[config.mk]
export PLATFORM = sky130hd
export DESIGN_NAME = hex_step_counter
export DESIGN_NICKNAME = d
export VERILOG_FILES = /design/src/rtl/hex_step_counter.sv
export SDC_FILE = /design/constraint.sdc
export NUM_CORES = 1
export LEC_CHECK = 0
export ABC_CLOCK_PERIOD_IN_PS = 2750
export BUFFER_PORTS_ARGS = -buffer_cell sky130_fd_sc_hd__buf_2
export CAP_MARGIN = 20
export CORE_MARGIN = 2
export CORE_UTILIZATION = 33
export DETAILED_ROUTE_END_ITERATION = 12
export MAX_ROUTING_LAYER = met4
export PLACE_DENSITY = 0.53
export SLEW_MARGIN = 30
export SYNTH_ARGS = -nofsm -noshare
export SYNTH_HDL_FRONTEND = slang
export SYNTH_SLANG_ARGS = --single-unit
[constraint.sdc]
create_clock -name clk -period 2.75 [get_ports clk]
set_input_delay 0.4125 -clock clk [delete_from_list [all_inputs] [get_ports clk]]
set_output_delay 0.4125 -clock clk [all_outputs]
set_load 0.02 [all_outputs]
[src/rtl/hex_step_counter.sv]
// hex_step_counter: button-driven hex digit source for a seven-segment decoder.
// Three raw active-low buttons (up, down, load) are synchronised and debounced.
// The registered digit steps with wrap-around. A held up/down button
// auto-repeats, and load copies the synchronised slide switches into the digit.
//
// Repeat FSM
//   state     | meaning
//   ST_IDLE   | no auto-repeat pending; waits for an accepted up/down step
//   ST_DELAY  | button held after the first step; timer counts the initial delay
//   ST_REPEAT | auto-repeating; one step every time the timer reaches zero

module hex_step_counter #(
    parameter int DEBOUNCE_CYCLES = 50000,
    parameter int REPEAT_DELAY    = 25000000,
    parameter int REPEAT_PERIOD   = 5000000
) (
    input  logic       clk,
    input  logic       rst_n,
    input  logic       btn_up_n,
    input  logic       btn_dn_n,
    input  logic       btn_ld_n,
    input  logic [3:0] sw,
    output logic [3:0] digit,
    output logic       step,
    output logic       carry,
    output logic       borrow
);

    // The debounce counter only has to hold DEBOUNCE_CYCLES-1.
    localparam int DB_W = $clog2(DEBOUNCE_CYCLES);
    localparam logic [DB_W-1:0] DB_LAST = DB_W'(DEBOUNCE_CYCLES - 1);

    // One shared down-counter covers both the initial delay and the period.
    localparam int TM_MAX = (REPEAT_DELAY > REPEAT_PERIOD) ? REPEAT_DELAY : REPEAT_PERIOD;
    localparam int TM_W   = $clog2(TM_MAX + 1);
    localparam logic [TM_W-1:0] TM_DELAY  = TM_W'(REPEAT_DELAY - 1);
    localparam logic [TM_W-1:0] TM_PERIOD = TM_W'(REPEAT_PERIOD - 1);

    // Button slot order inside the packed button vectors.
    localparam int BTN_UP = 0;
    localparam int BTN_DN = 1;
    localparam int BTN_LD = 2;

    typedef enum logic [1:0] {
        ST_IDLE   = 2'd0,
        ST_DELAY  = 2'd1,
        ST_REPEAT = 2'd2
    } rpt_state_t;

    logic [2:0]      w_btn_raw;
    logic [2:0]      r_btn_s1;
    logic [2:0]      r_btn_s2;
    logic [3:0]      r_sw_s1;
    logic [3:0]      r_sw_s2;

    logic [2:0]      w_db_lvl;    // debounced level, 1 = released
    logic [2:0]      w_press;     // one-cycle released->pressed event

    logic            w_ld_ev;
    logic            w_up_ev;
    logic            w_dn_ev;
    logic            w_up_held;
    logic            w_dn_held;
    logic            w_start;
    logic            w_abort;
    logic            w_rpt_step;

    rpt_state_t      r_state;
    logic            r_dir_up;
    logic [TM_W-1:0] r_timer;

    logic [3:0]      w_digit_nxt;
    logic            w_inc;
    logic            w_dec;
    logic [3:0]      r_digit;
    logic            r_step;
    logic            r_carry;
    logic            r_borrow;

    assign w_btn_raw = {btn_ld_n, btn_dn_n, btn_up_n};

    // Two-flop synchronisers; reset to the released (high) level.
    always_ff @(posedge clk or negedge rst_n) begin
        if (!rst_n) begin
            r_btn_s1 <= 3'b111;
            r_btn_s2 <= 3'b111;
            r_sw_s1  <= 4'hF;
            r_sw_s2  <= 4'hF;
        end else begin
            r_btn_s1 <= w_btn_raw;
            r_btn_s2 <= r_btn_s1;
            r_sw_s1  <= sw;
            r_sw_s2  <= r_sw_s1;
        end
    end

    genvar g;
    generate
        for (g = 0; g < 3; g++) begin : g_db
            logic            r_lvl;
            logic [DB_W-1:0] r_cnt;
            logic            r_prs;

            // Count consecutive mismatch cycles; flip the level once the
            // mismatch has lasted DEBOUNCE_CYCLES cycles.
            always_ff @(posedge clk or negedge rst_n) begin
                if (!rst_n) begin
                    r_lvl <= 1'b1;
                    r_cnt <= '0;
                    r_prs <= 1'b0;
                end else begin
                    r_prs <= 1'b0;
                    if (r_btn_s2[g] == r_lvl) begin
                        r_cnt <= '0;
                    end else if (r_cnt == DB_LAST) begin
                        r_lvl <= r_btn_s2[g];
                        r_cnt <= '0;
                        r_prs <= ~r_btn_s2[g];
                    end else begin
                        r_cnt <= r_cnt + DB_W'(1);
                    end
                end
            end

            assign w_db_lvl[g] = r_lvl;
            assign w_press[g]  = r_prs;
        end
    endgenerate

    assign w_up_held = ~w_db_lvl[BTN_UP];
    assign w_dn_held = ~w_db_lvl[BTN_DN];

    // A press event only counts when the other direction is not held; a press
    // on the other button in the same cycle already shows up as held.
    assign w_ld_ev = w_press[BTN_LD];
    assign w_up_ev = w_press[BTN_UP] & ~w_dn_held;
    assign w_dn_ev = w_press[BTN_DN] & ~w_up_held;

    // Load outranks up/down, so a simultaneous press never starts a repeat.
    assign w_start = ~w_ld_ev & (w_up_ev | w_dn_ev);

    assign w_abort = (r_state != ST_IDLE) &&
                     (w_ld_ev ||
                      (r_dir_up ? (!w_up_held || w_dn_held)
                                : (!w_dn_held || w_up_held)));

    assign w_rpt_step = (r_state != ST_IDLE) && !w_abort && !w_start &&
                        (r_timer == '0);

    // Repeat FSM with its shared down-counter timer.
    always_ff @(posedge clk or negedge rst_n) begin
        if (!rst_n) begin
            r_state  <= ST_IDLE;
            r_dir_up <= 1'b0;
            r_timer  <= '0;
        end else if (w_start) begin
            r_state  <= ST_DELAY;
            r_dir_up <= w_up_ev;
            r_timer  <= TM_DELAY;
        end else if (w_abort) begin
            r_state  <= ST_IDLE;
        end else if (r_state != ST_IDLE) begin
            if (r_timer == '0) begin
                r_state <= ST_REPEAT;
                r_timer <= TM_PERIOD;
            end else begin
                r_timer <= r_timer - TM_W'(1);
            end
        end
    end

    // Next digit value in priority order: load, up, down.
    always_comb begin
        w_digit_nxt = r_digit;
        w_inc       = 1'b0;
        w_dec       = 1'b0;
        if (w_ld_ev) begin
            w_digit_nxt = r_sw_s2;
        end else if (w_up_ev || (w_rpt_step && r_dir_up)) begin
            w_inc       = 1'b1;
            w_digit_nxt = r_digit + 4'd1;
        end else if (w_dn_ev || (w_rpt_step && !r_dir_up)) begin
            w_dec       = 1'b1;
            w_digit_nxt = r_digit - 4'd1;
        end
    end

    // Registered digit and pulses; step follows any actual change of value,
    // so a load of the same value stays silent.
    always_ff @(posedge clk or negedge rst_n) begin
        if (!rst_n) begin
            r_digit  <= 4'h0;
            r_step   <= 1'b0;
            r_carry  <= 1'b0;
            r_borrow <= 1'b0;
        end else begin
            r_digit  <= w_digit_nxt;
            r_step   <= (w_digit_nxt != r_digit);
            r_carry  <= w_inc & (r_digit == 4'hF);
            r_borrow <= w_dec & (r_digit == 4'h0);
        end
    end

    assign digit  = r_digit;
    assign step   = r_step;
    assign carry  = r_carry;
    assign borrow = r_borrow;

endmodule

* Word-level counts from Yosys, hierarchy flattened
Cells that the tools add are included.
Storage, ports and cells: flip-flop bits (word level) 103, input bits 9, memory bits (read-only) 0, bits in latches 0, memories 0, output and inout bits 7, RAM bits 0, logic and storage cells 104
Operators by class: $lt $le $gt $ge 0, equal/unequal tests 9, $mul 0, add/subtract/negate cells 6, bitwise logic cells 15, mux-type cells 29, shift operators 0, reduce and logical (&&, ||, !) cells 25, div/mod/pow operators 0
Operator list (count):
- $mux 25 | 4
- $mux 16 | 6
- $add 16x1->16 const B | 3
- $eq 16x16->1 const B | 3
- $logic_not 25->1 | 1
- $sub 25x1->25 const B | 1
- $mux 1 | 12
- $mux 4 | 3
- $reduce_and 2->1 | 5
- $not 1->1 | 9
- $mux 2 | 4
- $logic_and 1x1->1 | 6
- $reduce_bool 3->1 | 2
- $and 1x1->1 | 5
- $logic_or 1x1->1 | 5
- $add 4x1->4 const B | 1
- $eq 4x4->1 const B | 1
- $logic_not 4->1 | 1
- $ne 4x4->1 | 1
- $reduce_bool 2->1 | 2
- $sub 4x1->4 const B | 1
- $eq 1x1->1 | 3
- $logic_not 1->1 | 3
- $ne 2x2->1 const B | 1
- $or 1x1->1 | 1

* Depth between registers and ports, before layout
Gate-level depths: netlist of run 1.
depth after elaboration 15, gate-level depth with buffers 9, depth with buffers taken out 8

* Worst setup path after synthesis of run 1
Ideal clock, no wire load.
path kind reg-to-reg, start reg r_timer[7], end reg r_timer[19], required time 2.604 ns, setup slack 0.487 ns, arrival 2.117 ns, cell stages (with the launch flop) 7, library setup time 0.146 ns, cells stage by stage dfrtp_1 or4_4 or3_4 or3_4 nor4_4 xnor2_1 nand2_1
Between the ends: word-level cells in the longest chain between the ends 5, elaborated cells between the ends (all ways) 6, those cells by class add/sub: 1; mux: 4; reduce/logical: 1
Ends and longest elaborated chain:
- start: declaration | line 70 | logic [TM_W-1:0] r_timer;
- start signal: assignment | line 167 | r_timer <= r_timer - TM_W'(1);
- $sub 25x1->25 / $logic_not 25->1 (equally long branches) | line 167, 163
- $mux 25 (*) | line 163 | if (r_timer == '0) begin
- $mux 25 (*) | line 162 | end else if (r_state != ST_IDLE) begin
- $mux 25 (*) | line 160 | end else if (w_abort) begin
- $mux 25 (*) | line 156 | end else if (w_start) begin
Mark *: on every way between the ends. The rest lies on a longest branch, timed or not. The select of a mux whose other input is x is not followed. A chain may end at the register's enable or synchronous reset.

* Worst setup path in the final report of run 1
start reg r_timer[0], end reg r_timer[17]
The elaborated chain is that of the path after synthesis.

==> flow_metrics.tcl, run 1 <==
set metrics [dict create \
    status "finished clean" \
    num_rows 44 \
    synthesis.yosys.warnings 0 \
    maxCapViolCount 0 \
    final_cell_area_mm2 0.005590 \
    core-area_mm2 0.01453 \
    place_ws_ns 0.2879 \
    synth.largest_area_cell "dfrtp_1" \
    synth_edf_count 0 \
    postCtsHoldBufs 0 \
    drc 0 \
    wirelength_um 9633 \
    ys.flop_type "dfrtp_1" \
    clockBufferDepth 2 \
    worstPathArrival_ns 2.72 \
    cp-start-kind "register" \
    cts_tree "built" \
    p_per_area_mw_per_mm2 540.3 \
    synth-seq-cells 103 \
    stdcell_count 703 \
    worst_pin_slew_ns 0.8451 \
    synth_cell_types 54 \
    dp.cells 687 \
    max-vdd-ir-drop_uv 299.2 \
    finalClockSkew_ns 0.009313 \
    detail_route.vias_per_cell 5.026 \
    synth_top_area_share_pct 43.69 \
    dp_hpwl_um 6710 \
    area_growth_pct 13.49 \
    setup_viol 0 \
    grt_antenna_before_repair 0 \
    antenna_cells 0 \
    critPathCaptureType "register" \
    post_cts_resized 0 \
    min_path_type "input pin to asynchronous set/reset pin" \
    grt_pass1_vias 3565 \
    worst_slack_ns 0.2667 \
    synth_cells 490 \
    grt_overflow_total 0 \
    seq_area_frac_synth_pct 52.76 \
    path_class "register to register" \
    first_pass_iters 4 \
    cts.sinks 103 \
    ios 16 \
    cts-root-buf "clkbuf_16" \
    design.die.area_mm2 0.01592 \
    io_buffers 15 \
    dr_total_vias 3533 \
    synthesis.area_mm2 0.004926 \
    synthTopCellsByArea "dfrtp_1 44%, dfstp_2 9.1%, xor2_1 5.5%" \
    p_leak_uw 0.002558 \
    numCtsBuffers 9 \
    fill_cells 1437 \
    drive_gt1_share_pct 14.07 \
    syn_avg_cell_area_um2 10.05 \
    grt_pass1_wl_um 16820 \
    slew_headroom_pct 43.66 \
    async_flop_share_pct 100.0 \
    required_ns 2.99 \
    synth_fp_nets 506 \
    rsz0062_at_grt "false" \
    drt-initial-drc-count 235 \
    die_x_um 126.2 \
    place.gp.congestion 0.8327 \
    place_area_mm2 0.005260 \
    tns_ns 0 \
    layout.nets 530 \
    fmax_ghz 0.4027 \
    clk_pin_slew_worst_paths_ns 0.07 \
    finalCriticalPeriod_ns 2.483 \
    h-tree-depth 3 \
    hold_viol 0 \
    grt_max_degree 70 \
    postCtsSetupRepairBufs 0 \
    finalCritPeriodShare_pct 90.30 \
    grtUsageTotal_pct 13.25 \
    route.detailed.wl_per_inst_um 13.70 \
    die_h_um 126.2 \
    worst-r2r-setup-slack_ns 0.27 \
    initial_core_util_pct 33.89 \
    clk_latency_ns 0.34 \
    path_max_fanout 10 \
    ant_nets 0 \
    slew_violations 0 \
]
[layout make-up]
cell class	instances	area, um2	share of cell area [%]
inverters	10	37.54	0.6714
clock inverters	6	91.34	1.634
multi-input cells	367	2243	40.13
repair buffers	23	150.1	2.686
clock buffers	10	239.0	4.275
flip-flops and latches	103	2599	46.49
well taps	184	230.2	4.118
[cell usage in the layout, fill, tap and decap left out, types with 10 or more instances in the layout]
master and instances:
o21ai_1 10, nand4_1 10, nand2_1 60, dfrtp_1 86, nor3_1 16, buf_2 14
nand3_1 18, nor2_1 72, xnor2_1 28, and3_1 14, xor2_1 31, dfstp_2 17
[cells in the mapped netlist, drive strengths merged (2+ instances only)]
cell type,count
or2,4
or3,6
nor3,16
nand3,18
a31o,2
and2,5
o211ai,3
and3,14
nand2b,4
nor2,73
nand2,61
o31ai,3
a311oi,2
o311ai,2
a31oi,6
dfrtp,86
nor4b,4
o21ai,18
or4b,2
or4,8
a21oi,9
dfstp,17
xor2,31
ha,7
nand4,10
clkbuf,7
nor4,10
buf,3
nor3b,4
mux2,3
xnor2,28
inv,9
o41ai,2
[logic make-up after synthesis]
| logic type | share of synthesized area [%] |
|---|---|
| adders and majority gates | 1.778 |
| AOI/OAI and AO/OA | 7.265 |
| buffers and inverters | 1.702 |
| DFF | 52.76 |
| xor gates and xnor gates | 10.49 |
| muxes | 0.8890 |
| and+or+nand+nor | 25.12 |
[metrics by stage]
step                      total power (uW)  utilization [%]  hold WS (ns)
after CTS                             3068            38.46       0.03794
after global routing                  3146            38.46       0.05916
after detailed placement              1659            36.19        0.3472
final                                 3020            38.46       0.02459
after floorplan                       1609                -        0.1169
after global placement                1656            36.19        0.3462
[per-layer routing]
| metal | GRT usage [%] | vias up | share of wire [%] |
|---|---|---|---|
| met5 | - | - | 0 |
| met4 | 4.331 | 0 | 1.0 |
| met3 | 2.931 | 9 | 2.8 |
| met2 | 21.16 | 46 | 48 |
| met1 | 16.79 | 1715 | 48 |
| li1 | - | 1763 | - |
[critical path, stage by stage, from the launching register on]
cell      delay (ns)
dfrtp_1         0.39
inv_1           0.06
ha_1            0.22
or4b_1          0.23
nor4_4          0.05
and2_1          0.23
a21oi_1         0.71
clkinv_1        0.22
a311oi_1        0.29
[path summary, 6_finish.rpt]
path	start	end	cells past startpoint
max	r_timer[0]$_DFFE_PN0P_	r_timer[17]$_DFFE_PN0P_	8
min	rst_n	digit[2]$_DFF_PN0_	1
max reg2reg	r_timer[0]$_DFFE_PN0P_	r_timer[17]$_DFFE_PN0P_	8
min reg2reg	r_btn_s1[1]$_DFF_PN1_	r_btn_s2[1]$_DFF_PN1_	0
max in group asynchronous	rst_n	r_btn_s1[0]$_DFF_PN1_	2
min in group clk	sw[3]	r_sw_s1[3]$_DFF_PN1_	1
[report_power, final]
part	leakage [uW]	internal, uW	total, uW	switching [uW]
clock	0.000163	829	1390	564
combinational	0.00102	20.6	70.9	50.3
sequential	0.00137	1540	1560	12.4
total	0.00256	2390	3020	627
[registers in the layout (all words and copies together), names as in the netlist, 3 cells and up]
| signal | count |
|---|---|
| r_timer | 25 |
| g_db.r_prs | 3 |
| g_db.r_cnt | 48 |
| r_btn_s1 | 3 |
| r_btn_s2 | 3 |
| g_db.r_lvl | 3 |
| r_sw_s2 | 4 |
| digit | 4 |
| r_sw_s1 | 4 |
Note: power is estimated with default switching activity, not from simulation.
==> run 2, diff against run 1 <==
--- a/config.mk
+++ b/config.mk
@@ -6,13 +6,14 @@
 export NUM_CORES = 1
 export LEC_CHECK = 0
 export ABC_CLOCK_PERIOD_IN_PS = 2750
-export BUFFER_PORTS_ARGS = -buffer_cell sky130_fd_sc_hd__buf_2
 export CAP_MARGIN = 20
+export CORE_ASPECT_RATIO = 1.25
 export CORE_MARGIN = 2
 export CORE_UTILIZATION = 33
 export DETAILED_ROUTE_END_ITERATION = 12
+export DONT_BUFFER_PORTS = 1
 export MAX_ROUTING_LAYER = met4
-export PLACE_DENSITY = 0.53
+export PLACE_DENSITY = 0.52
 export SLEW_MARGIN = 30
 export SYNTH_ARGS = -nofsm -noshare
 export SYNTH_HDL_FRONTEND = slang
==> run 2 against run 1 <==
The run now ends with hold timing left. Setup slack worse by 0.070 ns. Cell count shrank 3.4%. Maximum frequency shrank 2.7%. Largest cell class unchanged.
==> flow_metrics.tcl, run 2 (synthesis gave the netlist of run 1 again) <==
set metrics [dict create \
    status "finished with violations" \
    failed_checks "hold timing" \
    required_ns 2.96 \
    path_cells "or3_1, nor4_1, and2_1, nand2_1, o311ai_1, a32oi_1" \
    slew_violations 0 \
    met1_usage_pct 17.71 \
    post_cts_resized 0 \
    slowest_stage "nor4_1" \
    clockBufferDepth 2 \
    clkPwrFrac_pct 46.7 \
    cp-start-kind "register" \
    final_common_cell "dfrtp_1" \
    cp_slowest_stage_delay_ns 0.59 \
    power_frac_seq_pct 52.2 \
    ios 16 \
    cts_tree "built" \
    drc 0 \
    dr_total_vias 3508 \
    drt-initial-drc-count 212 \
    place.gp.congestion 0.8910 \
    p_per_area_mw_per_mm2 546.1 \
    busiest_layer "met2" \
    max-vdd-ir-drop_uv 352.7 \
    worstPathArrival_ns 2.77 \
    maxCapViolCount 0 \
    drive_gt1_share_pct 10.58 \
    largest_reg_flops 48 \
    dp.cells 663 \
    rsz0062_at_grt "false" \
    num_rows 49 \
    detail_route.vias_per_cell 5.166 \
    numCtsBuffers 9 \
    layout.nets 512 \
    fmax_ghz 0.3916 \
    cts-root-buf "clkbuf_16" \
    worst-r2r-setup-slack_ns 0.20 \
    finalCriticalPeriod_ns 2.553 \
    die_x_um 113.3 \
    fill_cells 1432 \
    multi_input_area_mm2 0.002243 \
    die_h_um 140.6 \
    initial_core_util_pct 34.05 \
    finalCritPeriodShare_pct 92.85 \
    dp_hpwl_um 6788 \
    worst_pin_slew_ns 0.6543 \
    grtUsageTotal_pct 14.06 \
    clk_pin_slew_worst_paths_ns 0.07 \
    first_pass_iters 5 \
    grt_overflow_total 0 \
    layout_common_cells "86 x dfrtp_1, 72 x nor2_1, 60 x nand2_1" \
    path_class "register to register" \
    p_leak_uw 0.002463 \
    slew_headroom_pct 55.98 \
    grt_pass1_vias 3620 \
    worst_hold_slack_ns -0.2390 \
    setup_viol 0 \
    wirelength_um 9956 \
    clk_latency_ns 0.35 \
    path_max_fanout 7 \
    final_cell_area_mm2 0.005464 \
    use_met2_pct 21.81 \
    place_area_mm2 0.005140 \
    grt_max_degree 104 \
    stdcell_count 679 \
    min_path_type "input pin to asynchronous set/reset pin" \
    area_growth_pct 10.92 \
    power.switching_uw 596.3 \
    critPathCaptureType "register" \
    post-route-util_pct 37.76 \
    power_frac_comb_pct 1.1 \
    p_sw_share_pct 19.98 \
    h-tree-depth 3 \
    tns_ns 0 \
    grt_pass1_wl_um 17530 \
    top_regs "g_db.r_cnt x48, r_timer x25" \
    postCtsSetupRepairBufs 0 \
    grt_antenna_before_repair 0 \
    regMostFlops "g_db.r_cnt" \
    regArea_mm2 0.002599 \
    cpLargestDelayFamily "simple AND/OR/NAND/NOR gates" \
    finalClockSkew_ns 0.005606 \
    groute.layer.met3.usage_pct 3.869 \
    core-area_mm2 0.01447 \
    route.detailed.wl_per_inst_um 14.66 \
    p_int_uw 2388 \
    hold_viol 103 \
    io_buffers 0 \
    cts.sinks 103 \
    antenna_cells 0 \
    ant_nets 0 \
    cp_num_buf_inv 0 \
    design.die.area_mm2 0.01593 \
]
-- run 2: changes by cell type in the layout (fill, tap and decap cells not counted) --
cell,change
buf_2,-14
buf_4,-3
clkbuf_1,+2
buf_12,-1
clkinv_2,-1
clkinv_4,-1
-- run 2: worst paths after layout --
check | from | endpoint | cells after the start
max | r_timer[18]$_DFFE_PN0P_ | digit[1]$_DFF_PN0_ | 6
min | rst_n | digit[3]$_DFF_PN0_ | 0
max reg2reg | r_timer[18]$_DFFE_PN0P_ | digit[1]$_DFF_PN0_ | 6
min reg2reg | r_btn_s1[2]$_DFF_PN1_ | r_btn_s2[2]$_DFF_PN1_ | 0
max in group asynchronous | rst_n | r_btn_s1[0]$_DFF_PN1_ | 0
min in group clk | sw[0] | r_sw_s1[0]$_DFF_PN1_ | 0
-- run 2: power groups by stage --
| stage | clock (uW) | sequential (uW) | combinational, uW |
|---|---|---|---|
| 2_1_floorplan | 0 | 1580 | 26.7 |
| 3_3_place_gp | 0 | 1590 | 32.0 |
| 3_5_place_dp | 0 | 1590 | 33.2 |
| 4_1_cts | 1440 | 1560 | 33.4 |
| 5_1_grt | 1500 | 1560 | 37.9 |
| 6_report | 1390 | 1560 | 32.4 |
-- run 2: layout make-up --
type | count | area share [%]
clock buffer | 12 | 4.511
clock inverter | 4 | 1.420
inverter | 10 | 0.6870
multi-input combinational | 367 | 41.06
sequential | 103 | 47.56
tap | 178 | 4.076
timing repair buffer | 5 | 0.6870
-- run 2: layer usage --
metal,part of all wire (%),up-vias
met5,0,-
met4,2.7,0
met3,3.3,22
met2,47,63
met1,47,1703
li1,-,1720
-- run 2: through the flow --
stage | worst slack, ns | total power [uW] | hold slack (ns)
floorplan | 0.4866 | 1609 | 0.1169
global placement | 0.3607 | 1617 | 0.1200
detailed placement | 0.2938 | 1619 | 0.1201
CTS | 0.2440 | 3035 | -0.2608
global route | 0.04101 | 3101 | -0.2632
finish | 0.1965 | 2984 | -0.2390
